## config.mk

```make
export PLATFORM = sky130hd
export DESIGN_NAME = inst_fetch
export DESIGN_NICKNAME = d
export VERILOG_FILES = /design/src/rtl/inst_fetch.sv
export SDC_FILE = /design/constraint.sdc
export NUM_CORES = 1
export LEC_CHECK = 0
export CORE_UTILIZATION = 65
export CTS_CLUSTER_SIZE = 40
export DETAILED_ROUTE_END_ITERATION = 16
export DONT_BUFFER_PORTS = 1
export PLACE_DENSITY_LB_ADDON = 0.2
export SLEW_MARGIN = 20
export SYNTH_ARGS = -nofsm -noshare
export SYNTH_HDL_FRONTEND = slang
export SYNTH_SLANG_ARGS = --single-unit
```

## constraint.sdc

```tcl
create_clock -name clk -period 4.4 [get_ports clk]
set_input_delay 0.88 -clock clk [delete_from_list [all_inputs] [get_ports clk]]
set_output_delay 0.88 -clock clk [all_outputs]
set_load 0.02 [all_outputs]
```

## src/rtl/inst_fetch.sv

```systemverilog
// Instruction-fetch stage: owns the PC, issues req/ack ROM fetches and feeds the IF/ID register.
// A one-entry skid absorbs the fetch that completes while ID is stalled; redirects discard fetches.
module inst_fetch #(
  parameter int ADDR_W = 32,
  parameter int INST_W = 32,
  parameter logic [ADDR_W-1:0] RESET_PC = '0
) (
  input  logic              clk,
  input  logic              rst,
  output logic              o_rom_req,
  output logic [ADDR_W-1:0] o_rom_addr,
  input  logic              i_rom_ack,
  input  logic [INST_W-1:0] i_rom_inst,
  input  logic              i_stall,
  input  logic              i_branch_en,
  input  logic [ADDR_W-1:0] i_branch_target,
  output logic [ADDR_W-1:0] if_pc,
  output logic [INST_W-1:0] if_inst,
  output logic              if_valid
);

  localparam logic [1:0] IDLE = 2'd0;
  localparam logic [1:0] REQ  = 2'd1;
  localparam logic [1:0] HOLD = 2'd2;
  localparam logic [1:0] DROP = 2'd3;

  logic [1:0]        state;
  logic [ADDR_W-1:0] pc;
  logic [ADDR_W-1:0] skid_pc;
  logic [INST_W-1:0] skid_inst;

  logic              ack;
  logic [ADDR_W-1:0] addr_inc;
  logic [ADDR_W-1:0] target;

  // A response only counts while a request is actually outstanding.
  assign ack      = i_rom_ack & o_rom_req;
  assign addr_inc = o_rom_addr + ADDR_W'(4);
  assign target   = {i_branch_target[ADDR_W-1:2], 2'b00};

  always_ff @(posedge clk) begin
    if (rst) begin
      state      <= IDLE;
      pc         <= RESET_PC;
      skid_pc    <= '0;
      skid_inst  <= '0;
      o_rom_req  <= 1'b0;
      o_rom_addr <= '0;
      if_pc      <= '0;
      if_inst    <= '0;
      if_valid   <= 1'b0;
    end else if (i_branch_en) begin
      pc        <= target;
      if_valid  <= 1'b0;
      skid_pc   <= '0;
      skid_inst <= '0;
      // An unacked request must finish at its old address before the target can be issued.
      if ((state == REQ || state == DROP) && !ack) begin
        state <= DROP;
      end else begin
        state      <= REQ;
        o_rom_req  <= 1'b1;
        o_rom_addr <= target;
      end
    end else begin
      case (state)
        IDLE: begin
          state      <= REQ;
          o_rom_req  <= 1'b1;
          o_rom_addr <= pc;
        end
        REQ: begin
          if (i_stall) begin
            if (ack) begin
              skid_pc   <= o_rom_addr;
              skid_inst <= i_rom_inst;
              pc        <= addr_inc;
              o_rom_req <= 1'b0;
              state     <= HOLD;
            end
          end else if (ack) begin
            if_pc      <= o_rom_addr;
            if_inst    <= i_rom_inst;
            if_valid   <= 1'b1;
            pc         <= addr_inc;
            o_rom_addr <= addr_inc;
          end else begin
            if_valid <= 1'b0;
          end
        end
        HOLD: begin
          if (!i_stall) begin
            if_pc      <= skid_pc;
            if_inst    <= skid_inst;
            if_valid   <= 1'b1;
            skid_pc    <= '0;
            skid_inst  <= '0;
            state      <= REQ;
            o_rom_req  <= 1'b1;
            o_rom_addr <= pc;
          end
        end
        DROP: begin
          if (ack) begin
            state      <= REQ;
            o_rom_addr <= pc;
          end
        end
        default: state <= IDLE;
      endcase
    end
  end

endmodule

```

==> flow_summary_export.csv, run 1 <==
group,metric,value,unit
final_layout,final_layout_size_suffix_gt1_share,6.69,%
final_layout,regArea,3920,um^2
grt,track_usage,31.3,%
clock_network,path_clk_slew,0.07,ns
synth,synth.avg_cell_area,8.43,um^2
setup_path,critPathLaunchType,"register",
synth,synth_cells,1128,
power_and_ir_drop,p_int,2.95,mW
sta,setup_viol,0,
floorplan,core_region_area,14100,um^2
setup_path,reg2reg_slack,1.32,ns
clock_network,cts_buffers,17,
routing,via_per_inst,6.55,
floorplan,initial_core_util,67.5,%
final_layout,n_antenna_cell,0,
grt,grt_pass1_vias,7187,
clock_network,clock_path_buffers,2,
setup_path,worstPathMaxFanout,50,
sta,timing.setup.tns,0,ns
power_and_ir_drop,total_power,4.36,mW
sta,min_period_over_period,70.1,%
setup_path,crit_start,"state[0]$_SDFFE_PP0P_",
floorplan,die_x,123,um
placed_design,dp_cells,1214,
clock_network,htree_levels,4,
synth,ys_warn_count,0,
sta,tightest_slew,1.11,ns
placed_design,post-place-ws,1.37,ns
clock_network,cts_setup_buffers,0,
power_and_ir_drop,swShare,32.4,%
power_and_ir_drop,netSwitchingPower,1.42,mW
routing,routed_wl,23800,um
flow_run,max_cap_viol_count,0,
clock_network,tritoncts,"built",
min_path,min_path_type,"reg -> reg",
power_and_ir_drop,p_leak,3.19,nW
final_layout,multi_input_comb_area,5040,um^2
placed_design,place_area,9420,um^2
synth,synthFlopType,"dfxtp_1",
placed_design,finalWeightedCongestion,0.878,
synth,synth_edf_count,0,
routing,drc,0,
setup_path,endpoint_kind,"register",
placed_design,hpwl,15000,um
clock_network,cts_resized,0,
sta,drv_slew,0,
routing,dr.pass1.iters,7,
power_and_ir_drop,pwr_density_cell,440,nW/um^2
final_layout,fill_cells,1195,
power_and_ir_drop,seqPwrFrac,51.4,%
placed_design,portBuffers,0,
power_and_ir_drop,p_clk_share,31.8,%
sta,rsz0062_at_grt,"no",
floorplan,die_h,123,um
run_status,status,"complete, no violations",
final_layout,syn2layout_area_growth,4.35,%
grt,grt_pass1_wl,37100,um
grt,antenna_found_initial,0,
synth,syn-cell-area,9510,um^2
clock_network,clock-sinks,196,
min_path,min_from,"pc[1]$_SDFFE_PP0P_",
synth,ys_async_sr_fraction,0,%
setup_path,arrival,3.44,ns
setup_path,r2r_end,"o_rom_addr[26]$_SDFFE_PP0P_",
setup_path,r2r-start,"state[0]$_SDFFE_PP0P_",
routing,ant_nets,0,
grt,grt-ovfl-total,0,
floorplan,dieArea,15100,um^2
clock_network,clk_root_buffer_cell,"clkbuf_16",
sta,setup_ws,1.32,ns
final_layout,finalNonFillerCells,1242,
routing,drt_iter0_markers,956,
synth,synth.distinct_cells,75,
clock_network,cts.hold.buffers_added,0,
routing,vias,8129,
floorplan,ioPinCount,167,
setup_path,required,4.76,ns
power_and_ir_drop,ir_drop,0.290,mV
synth,synthesis.nets,1202,
synth,synth-seq-cells,196,
min_path,hold_path_end,"pc[1]$_SDFFE_PP0P_",
routing,wl_per_cell,19.1,um
sta,timing.slew.headroom,26.1,%
floorplan,rows,43,
clock_network,worstSkewPairLatency,0.43,ns
min_path,min_path_cells,2,
grt,grt_max_degree,128,
sta,skew,0.00862,ns
sta,fin_crit,3.08,ns
final_layout,finalNetCount,1127,
synth,ys_seq_area_share,41.2,%
sta,max_freq,324,MHz
setup_path,worstRegToRegCells,7,
setup_path,worstSetupPathType,"reg -> reg",
final_layout,design_area,9930,um^2
power_and_ir_drop,combPwrFrac,16.8,%
sta,finalHoldViolations,0,
[state kept, by name, summed over array words and instances (netlist names)]
register,count
if_valid,1
o_rom_addr,32
state,2
o_rom_req,1
pc,32
if_inst,32
if_pc,32
skid_inst,32
skid_pc,32
[power groups by stage]
stage	Clock [mW]	Sequential (mW)	Combinational, mW
2_1_floorplan	0	2.19	0.650
3_3_place_gp	0	2.28	0.712
3_5_place_dp	0	2.28	0.724
4_1_cts	1.40	2.24	0.730
5_1_grt	1.47	2.27	0.812
6_report	1.39	2.24	0.735
[cell families after synthesis]
group,Yosys count,share of synthesized area (%)
AO/OA/AOI/OAI,312,21.7
buffers and inverters,129,6.16
adder cells (fa/ha/maj),5,0.658
XOR/XNOR,19,1.75
multiplexers,68,7.16
flip-flops,196,41.2
AND/OR/NAND/NOR,399,21.3
[cells in the final DEF (no fill, tap or decap), types with 5 or more instances in the layout]
cell type  synthesis  final
a21oi_1          110    110
inv_1             14     14
o32ai_1            6      6
a22o_1             5      5
nor2_1           178    178
and3_1             8      8
nor3_1            28     28
clkbuf_16          0     17
o21ai_0           28     28
nand2_1           50     49
a31oi_1           11     10
o31a_1             9      9
or4_1              5      5
nand3_1           23     23
mux2i_1           68     68
xnor2_1           15     15
a22oi_1           17     17
nor4_1             5      5
a211oi_1          69     69
o22ai_1            6      6
or3_1              5      5
dfxtp_1          196    196
nor3b_1           59     58
nand4_1            8      8
buf_4              3     18
[cell usage after synthesis (6+ instances only)]
cell type	number	share of area (%)
a211oi_1	69	5.4
a21oi_1	110	5.8
a22oi_1	17	1.3
a31oi_1	11	0.72
and3_1	8	0.53
buf_1	12	0.47
clkbuf_1	85	3.4
clkbuf_8	6	0.87
dfxtp_1	196	41
inv_1	14	0.55
mux2i_1	68	7.2
nand2_1	50	2.0
nand3_1	23	1.2
nand4_1	8	0.53
nor2_1	178	7.0
nor3_1	28	1.5
nor3b_1	59	4.7
o21ai_0	28	1.5
o22ai_1	6	0.39
o31a_1	9	0.83
o32ai_1	6	0.55
xnor2_1	15	1.4
[critical path: stages (launching register included)]
cell and delay, ns:
dfxtp_1 0.38, inv_1 0.10, ha_4 0.36, nand2_1 0.23, a2bb2oi_1 0.39, nand2_1 0.74, or4_1 0.66, a31oi_1 0.13
[worst max path at each step]
| stage | endpoint | slack (ns) |
|---|---|---|
| floorplan | o_rom_addr[18]$_SDFFE_PP0P_ | 1.86 |
| global placement | o_rom_addr[26]$_SDFFE_PP0P_ | 1.41 |
| detailed placement | o_rom_addr[26]$_SDFFE_PP0P_ | 1.37 |
| CTS | o_rom_addr[26]$_SDFFE_PP0P_ | 1.37 |
| global route | o_rom_addr[28]$_SDFFE_PP0P_ | 1.13 |
| finish | o_rom_addr[26]$_SDFFE_PP0P_ | 1.32 |
[metal layers]
metal | track usage (%) | vias to the layer above | share of wire (%) | routed length (um)
met5 | 0 | - | 0 | 0
met4 | 10.1 | 0 | 2.3 | 547
met3 | 8.16 | 53 | 10 | 2460
met2 | 48.0 | 346 | 44 | 10500
met1 | 43.0 | 3792 | 43 | 10300
li1 | - | 3938 | - | -
[final cells by class]
class	instances	area share, %
tap	180	2.27
timing repair buffer	20	1.76
sequential	196	39.5
clock buffer	20	4.50
multi-input combinational	803	50.8
inverter	15	0.618
clock inverter	8	0.567
[per-stage QoR]
step	hold WS [ns]	util, %
finish	0.461	70.4
global placement	0.445	66.9
global route	0.496	70.4
floorplan	0.437	-
CTS	0.464	70.4
detailed placement	0.455	66.9
(Power assumes the default switching activity.)
==> run 2, diff against run 1 <==
CORE_UTILIZATION = 64   (was 65)
clock period = 2.9 ns   (was 4.4 ns; I/O delays follow)
==> flow_summary_export.csv, run 2 (synthesis gave the netlist of run 1 again) <==
group,metric,value,unit
sta,tightest_slew,0.824,ns
min_path,min_path_type,"in -> reg",
final_layout,final_common_cell,"dfxtp_1",
sta,hold_ws,0.214,ns
placed_design,portBuffers,0,
final_layout,final_layout_size_suffix_gt1_share,9.33,%
clock_network,cts_buffers,17,
routing,wl_per_cell,19.1,um
flow_run,max_cap_viol_count,0,
routing,vias,8287,
setup_path,cp_top_family,"simple AND/OR/NAND/NOR gates",
clock_network,worstSkewPairLatency,0.44,ns
clock_network,path_clk_slew,0.07,ns
floorplan,die_x,124,um
setup_path,slowest_delay,0.60,ns
clock_network,cts_resized,0,
placed_design,finalWeightedCongestion,0.906,
sta,max_freq,405,MHz
power_and_ir_drop,p_leak,3.38,nW
final_layout,multi_input_comb_area,5040,um^2
grt,grt_pass1_vias,7103,
setup_path,worstPathMaxFanout,8,
floorplan,dieArea,15400,um^2
clock_network,cts_setup_buffers,0,
power_and_ir_drop,p_clk_share,33.6,%
setup_path,worstSetupPathType,"reg -> reg",
setup_path,required,3.23,ns
sta,skew,0.00880,ns
floorplan,rows,44,
power_and_ir_drop,p_int,4.67,mW
floorplan,ioPinCount,167,
placed_design,hpwl,15300,um
final_layout,regArea,3920,um^2
routing,via_per_inst,6.49,
clock_network,htree_levels,4,
setup_path,path_depth,6,
floorplan,initial_core_util,65.5,%
setup_path,path_buf_inv,1,
sta,min_period_over_period,85.1,%
power_and_ir_drop,netSwitchingPower,2.23,mW
routing,ant_nets,0,
sta,timing.setup.tns,0,ns
routing,dr.pass1.iters,6,
power_and_ir_drop,ir_drop,0.428,mV
routing,drc,0,
clock_network,tritoncts,"built",
power_and_ir_drop,seqPwrFrac,47.4,%
grt,grt_pass1_wl,37000,um
grt,grt_max_degree,131,
sta,setup_ws,0.432,ns
placed_design,dp_cells,1245,
final_layout,finalNetCount,1154,
grt,grt-ovfl-total,0,
routing,drt_iter0_markers,867,
final_layout,n_antenna_cell,0,
setup_path,worstRegToRegCells,6,
clock_network,clk_root_buffer_cell,"clkbuf_16",
final_layout,finalNonFillerCells,1277,
sta,rsz0062_at_grt,"no",
placed_design,post-place-ws,0.475,ns
final_layout,fill_cells,1205,
setup_path,crit_chain,"nand4_1, nor4_4, buf_4, nand2_2, o31a_1, a221oi_1",
sta,setup_viol,0,
setup_path,worst_path_max_delay_cell,"dfxtp_1",
setup_path,critPathLaunchType,"register",
run_status,status,"complete, no violations",
power_and_ir_drop,combPwrFrac,19.1,%
routing,routed_wl,24400,um
grt,antenna_found_initial,0,
power_and_ir_drop,pwr_density_cell,674,nW/um^2
final_layout,syn2layout_area_growth,7.58,%
floorplan,die_h,124,um
sta,drv_slew,0,
clock_network,clock-sinks,196,
sta,timing.slew.headroom,45.1,%
power_and_ir_drop,swShare,32.3,%
sta,finalHoldViolations,0,
setup_path,arrival,2.80,ns
sta,fin_crit,2.47,ns
grt,track_usage,31.2,%
min_path,min_path_cells,1,
clock_network,cts.hold.buffers_added,0,
final_layout,mostFrequentLayoutCells,"196 x dfxtp_1, 178 x nor2_1, 110 x a21oi_1",
floorplan,core_region_area,14500,um^2
setup_path,endpoint_kind,"register",
clock_network,clock_path_buffers,2,
[run 2: cell count changes in the layout (fill, tap and decap cells not counted), sizes merged]
cell    change
buf        +27
bufinv      +1
clkbuf      +1
clkinv      +1
inv         +1
[run 2: path summary, 6_finish.rpt]
check	startpoint	to	slack, ns
worst max-delay path	o_rom_addr[15]$_SDFFE_PP0P_	pc[31]$_SDFFE_PP0P_	0.43
worst min-delay path	rst	if_inst[3]$_SDFFE_PP0P_	0.21
worst max register to register	o_rom_addr[15]$_SDFFE_PP0P_	pc[31]$_SDFFE_PP0P_	0.43
worst min register to register	pc[1]$_SDFFE_PP0P_	pc[1]$_SDFFE_PP0P_	0.46
[run 2: final cells by class]
class | instances | share of cell area, %
Timing Repair Buffer | 47 | 3.94
Tap cell | 184 | 2.25
Multi-Input combinational cell | 803 | 49.2
Clock buffer | 21 | 4.50
Inverter | 15 | 0.599
Clock inverter | 11 | 1.14
Sequential cell | 196 | 38.3
[run 2: routing by layer]
metal	GRT usage, %	vias to the layer above	part of all wire (%)	wire (um)
li1	-	3994	-	-
met1	42.9	3854	43	10500
met2	46.1	388	44	10700
met3	9.25	51	11	2610
met4	11.2	0	2.5	620
met5	0	-	0	0
[run 2: per-stage QoR]
stage / utilization (%) / instance area, um^2 / power [mW]
after floorplan: - / 9510 / 4.31
after global placement: 66.4 / 9660 / 4.59
after detailed placement: 66.4 / 9660 / 4.62
after CTS: 70.4 / 10200 / 6.90
after global routing: 70.4 / 10200 / 7.20
final: 70.4 / 10200 / 6.89
[run 2: power groups by stage]
stage	combinational, mW	sequential, mW	clock (mW)
floorplan	0.986	3.33	0
global placement	1.27	3.32	0
detailed placement	1.29	3.33	0
CTS	1.30	3.27	2.34
global route	1.44	3.30	2.46
finish	1.31	3.27	2.31
==> run 3, diff against run 2 <==
ABC_AREA = 1   (was default)
CORE_UTILIZATION = 63   (was 64)
==> flow_summary_export.csv, run 3 <==
group,metric,value,unit
floorplan,die_h,120,um
flow_run,max_cap_viol_count,0,
routing,drc,0,
final_layout,finalNonFillerCells,1366,
synth,ys_async_sr_fraction,0,%
setup_path,worstSetupPathType,"reg -> reg",
setup_path,endpoint_kind,"register",
clock_network,cts_buffers,17,
final_layout,finalNetCount,1251,
synth,synth_top_area_share,44.9,%
placed_design,portBuffers,0,
run_status,status,"complete, no violations",
setup_path,required,3.26,ns
synth,ys_seq_area_share,44.9,%
grt,grt-ovfl-total,0,
floorplan,dieArea,14300,um^2
power_and_ir_drop,pwr_density_cell,848,nW/um^2
synth,syn-cell-area,8730,um^2
sta,timing.setup.tns,0,ns
routing,routed_wl,23700,um
sta,hold_ws,0.223,ns
sta,timing.slew.headroom,48.9,%
final_layout,multi_input_comb_area,4210,um^2
synth,synth-seq-cells,196,
synth,synthFlopType,"dfxtp_1",
final_layout,fin_util,70.2,%
placed_design,finalWeightedCongestion,0.867,
grt,antenna_found_initial,0,
synth,yosys-top-cells-area,"dfxtp_1 45%, nand2_1 13%, o21ai_0 9.6%, a21oi_1 7.2%, a31oi_1 4.8%",
routing,dr.pass1.iters,5,
floorplan,ioPinCount,167,
synth,synth_cells,1221,
setup_path,worstPathMaxFanout,29,
synth,synth.avg_cell_area,7.15,um^2
power_and_ir_drop,ir_drop,0.445,mV
clock_network,worstSkewPairLatency,0.43,ns
final_layout,final_common_cell,"nand2_1",
clock_network,cts.hold.buffers_added,0,
sta,drv_slew,0,
floorplan,initial_core_util,65.2,%
sta,skew,0.00603,ns
setup_path,critPathLaunchType,"register",
power_and_ir_drop,p_leak,3.59,nW
min_path,min_path_type,"in -> reg",
final_layout,final_layout_size_suffix_gt1_share,6.22,%
placed_design,dp_cells,1334,
power_and_ir_drop,total_power,7.98,mW
sta,setup_viol,0,
routing,vias,8360,
setup_path,arrival,2.62,ns
sta,max_freq,444,MHz
final_layout,fill_cells,1124,
floorplan,rows,42,
sta,finalHoldViolations,0,
final_layout,syn2layout_area_growth,7.77,%
routing,via_per_inst,6.12,
floorplan,die_x,120,um
sta,rsz0062_at_grt,"no",
synth,synth_common_cells,"308 x nand2_1, 196 x dfxtp_1, 167 x o21ai_0, 125 x a21oi_1, 97 x nor2_1",
placed_design,hpwl,15300,um
final_layout,mostFrequentLayoutCells,"308 x nand2_1, 196 x dfxtp_1, 167 x o21ai_0",
synth,synth_edf_count,0,
synth,synthesis.nets,1295,
clock_network,clk_root_buffer_cell,"clkbuf_16",
sta,min_period_over_period,77.7,%
sta,fin_crit,2.25,ns
grt,grt_pass1_wl,37500,um
clock_network,tritoncts,"built",
min_path,min_path_cells,1,
grt,track_usage,33.0,%
clock_network,clock_path_buffers,2,
setup_path,worstRegToRegCells,10,
final_layout,regArea,3920,um^2
grt,grt_pass1_vias,7402,
synth,yosysMostFrequentCell,"nand2_1",
clock_network,htree_levels,4,
clock_network,cts_setup_buffers,0,
floorplan,core_region_area,13400,um^2
routing,wl_per_cell,17.4,um
clock_network,clock-sinks,196,
routing,ant_nets,0,
final_layout,n_antenna_cell,0,
clock_network,cts_resized,0,
synth,synth_largest_area_cell,"dfxtp_1",
sta,tightest_slew,0.765,ns
clock_network,path_clk_slew,0.07,ns
synth,ys_warn_count,0,
routing,drt_iter0_markers,1175,
synth,synth.distinct_cells,36,
grt,grt_max_degree,129,
## run 3: final timing paths
path | startpoint | slack [ns] | end
worst max-delay path | state[1]$_SDFFE_PP0P_ | 0.65 | skid_inst[18]$_SDFFE_PP0P_
worst min-delay path | rst | 0.22 | pc[10]$_SDFFE_PP0P_
worst max register to register | state[1]$_SDFFE_PP0P_ | 0.65 | skid_inst[18]$_SDFFE_PP0P_
worst min register to register | pc[6]$_SDFFE_PP0P_ | 0.46 | pc[6]$_SDFFE_PP0P_
## run 3: layout make-up
class                   count  area share (%)
inverters                  62            2.47
clock buffers              19            4.60
flip-flops and latches    196            41.7
well taps                 176            2.34
clock inverters            13            2.19
multi-input cells         880            44.7
repair buffers             20            1.99
## run 3: report_power, final
part	total (mW)	leakage, nW	switching (mW)	internal (mW)
Clock	2.55	0.307	1.02	1.53
Combinational	1.57	1.68	1.08	0.488
Sequential	3.86	1.60	0.768	3.09
Total	7.98	3.59	2.87	5.11
## run 3: logic make-up (layout without fill, tap and decap cells)
| kind of cell | after synthesis | in the layout | synth area share (%) |
|---|---|---|---|
| AO/OA/AOI/OAI | 397 | 397 | 24.6 |
| XOR/XNOR | 10 | 10 | 1.00 |
| flip-flops | 196 | 196 | 44.9 |
| AND/OR/NAND/NOR | 468 | 468 | 21.7 |
| adder cells (fa/ha/maj) | 5 | 5 | 0.716 |
| buffers and inverters | 145 | 114 | 7.09 |
## run 3: layer usage
| metal | vias up | wire [um] | GRT usage, % |
|---|---|---|---|
| met5 | - | 0 | 0 |
| met4 | 0 | 503 | 13.3 |
| met3 | 47 | 2610 | 7.60 |
| met2 | 449 | 10600 | 49.3 |
| met1 | 3822 | 10000 | 45.9 |
| li1 | 4042 | - | - |
## run 3: through the flow
| step | area, um^2 | setup slack [ns] |
|---|---|---|
| 2_1_floorplan | 8730 | 1.19 |
| 3_3_place_gp | 8770 | 0.756 |
| 3_5_place_dp | 8770 | 0.664 |
| 4_1_cts | 9410 | 0.667 |
| 5_1_grt | 9410 | 0.399 |
| 6_report | 9410 | 0.647 |
## run 3: critical path: stages, from the launching register on
cell     delay [ns]
dfxtp_1        0.38
inv_1          0.08
ha_1           0.29
nand2_1        0.10
nand2_1        0.11
inv_1          0.07
nand2_1        0.13
inv_2          0.39
buf_4          0.35
o21ai_0        0.11
a21oi_1        0.15
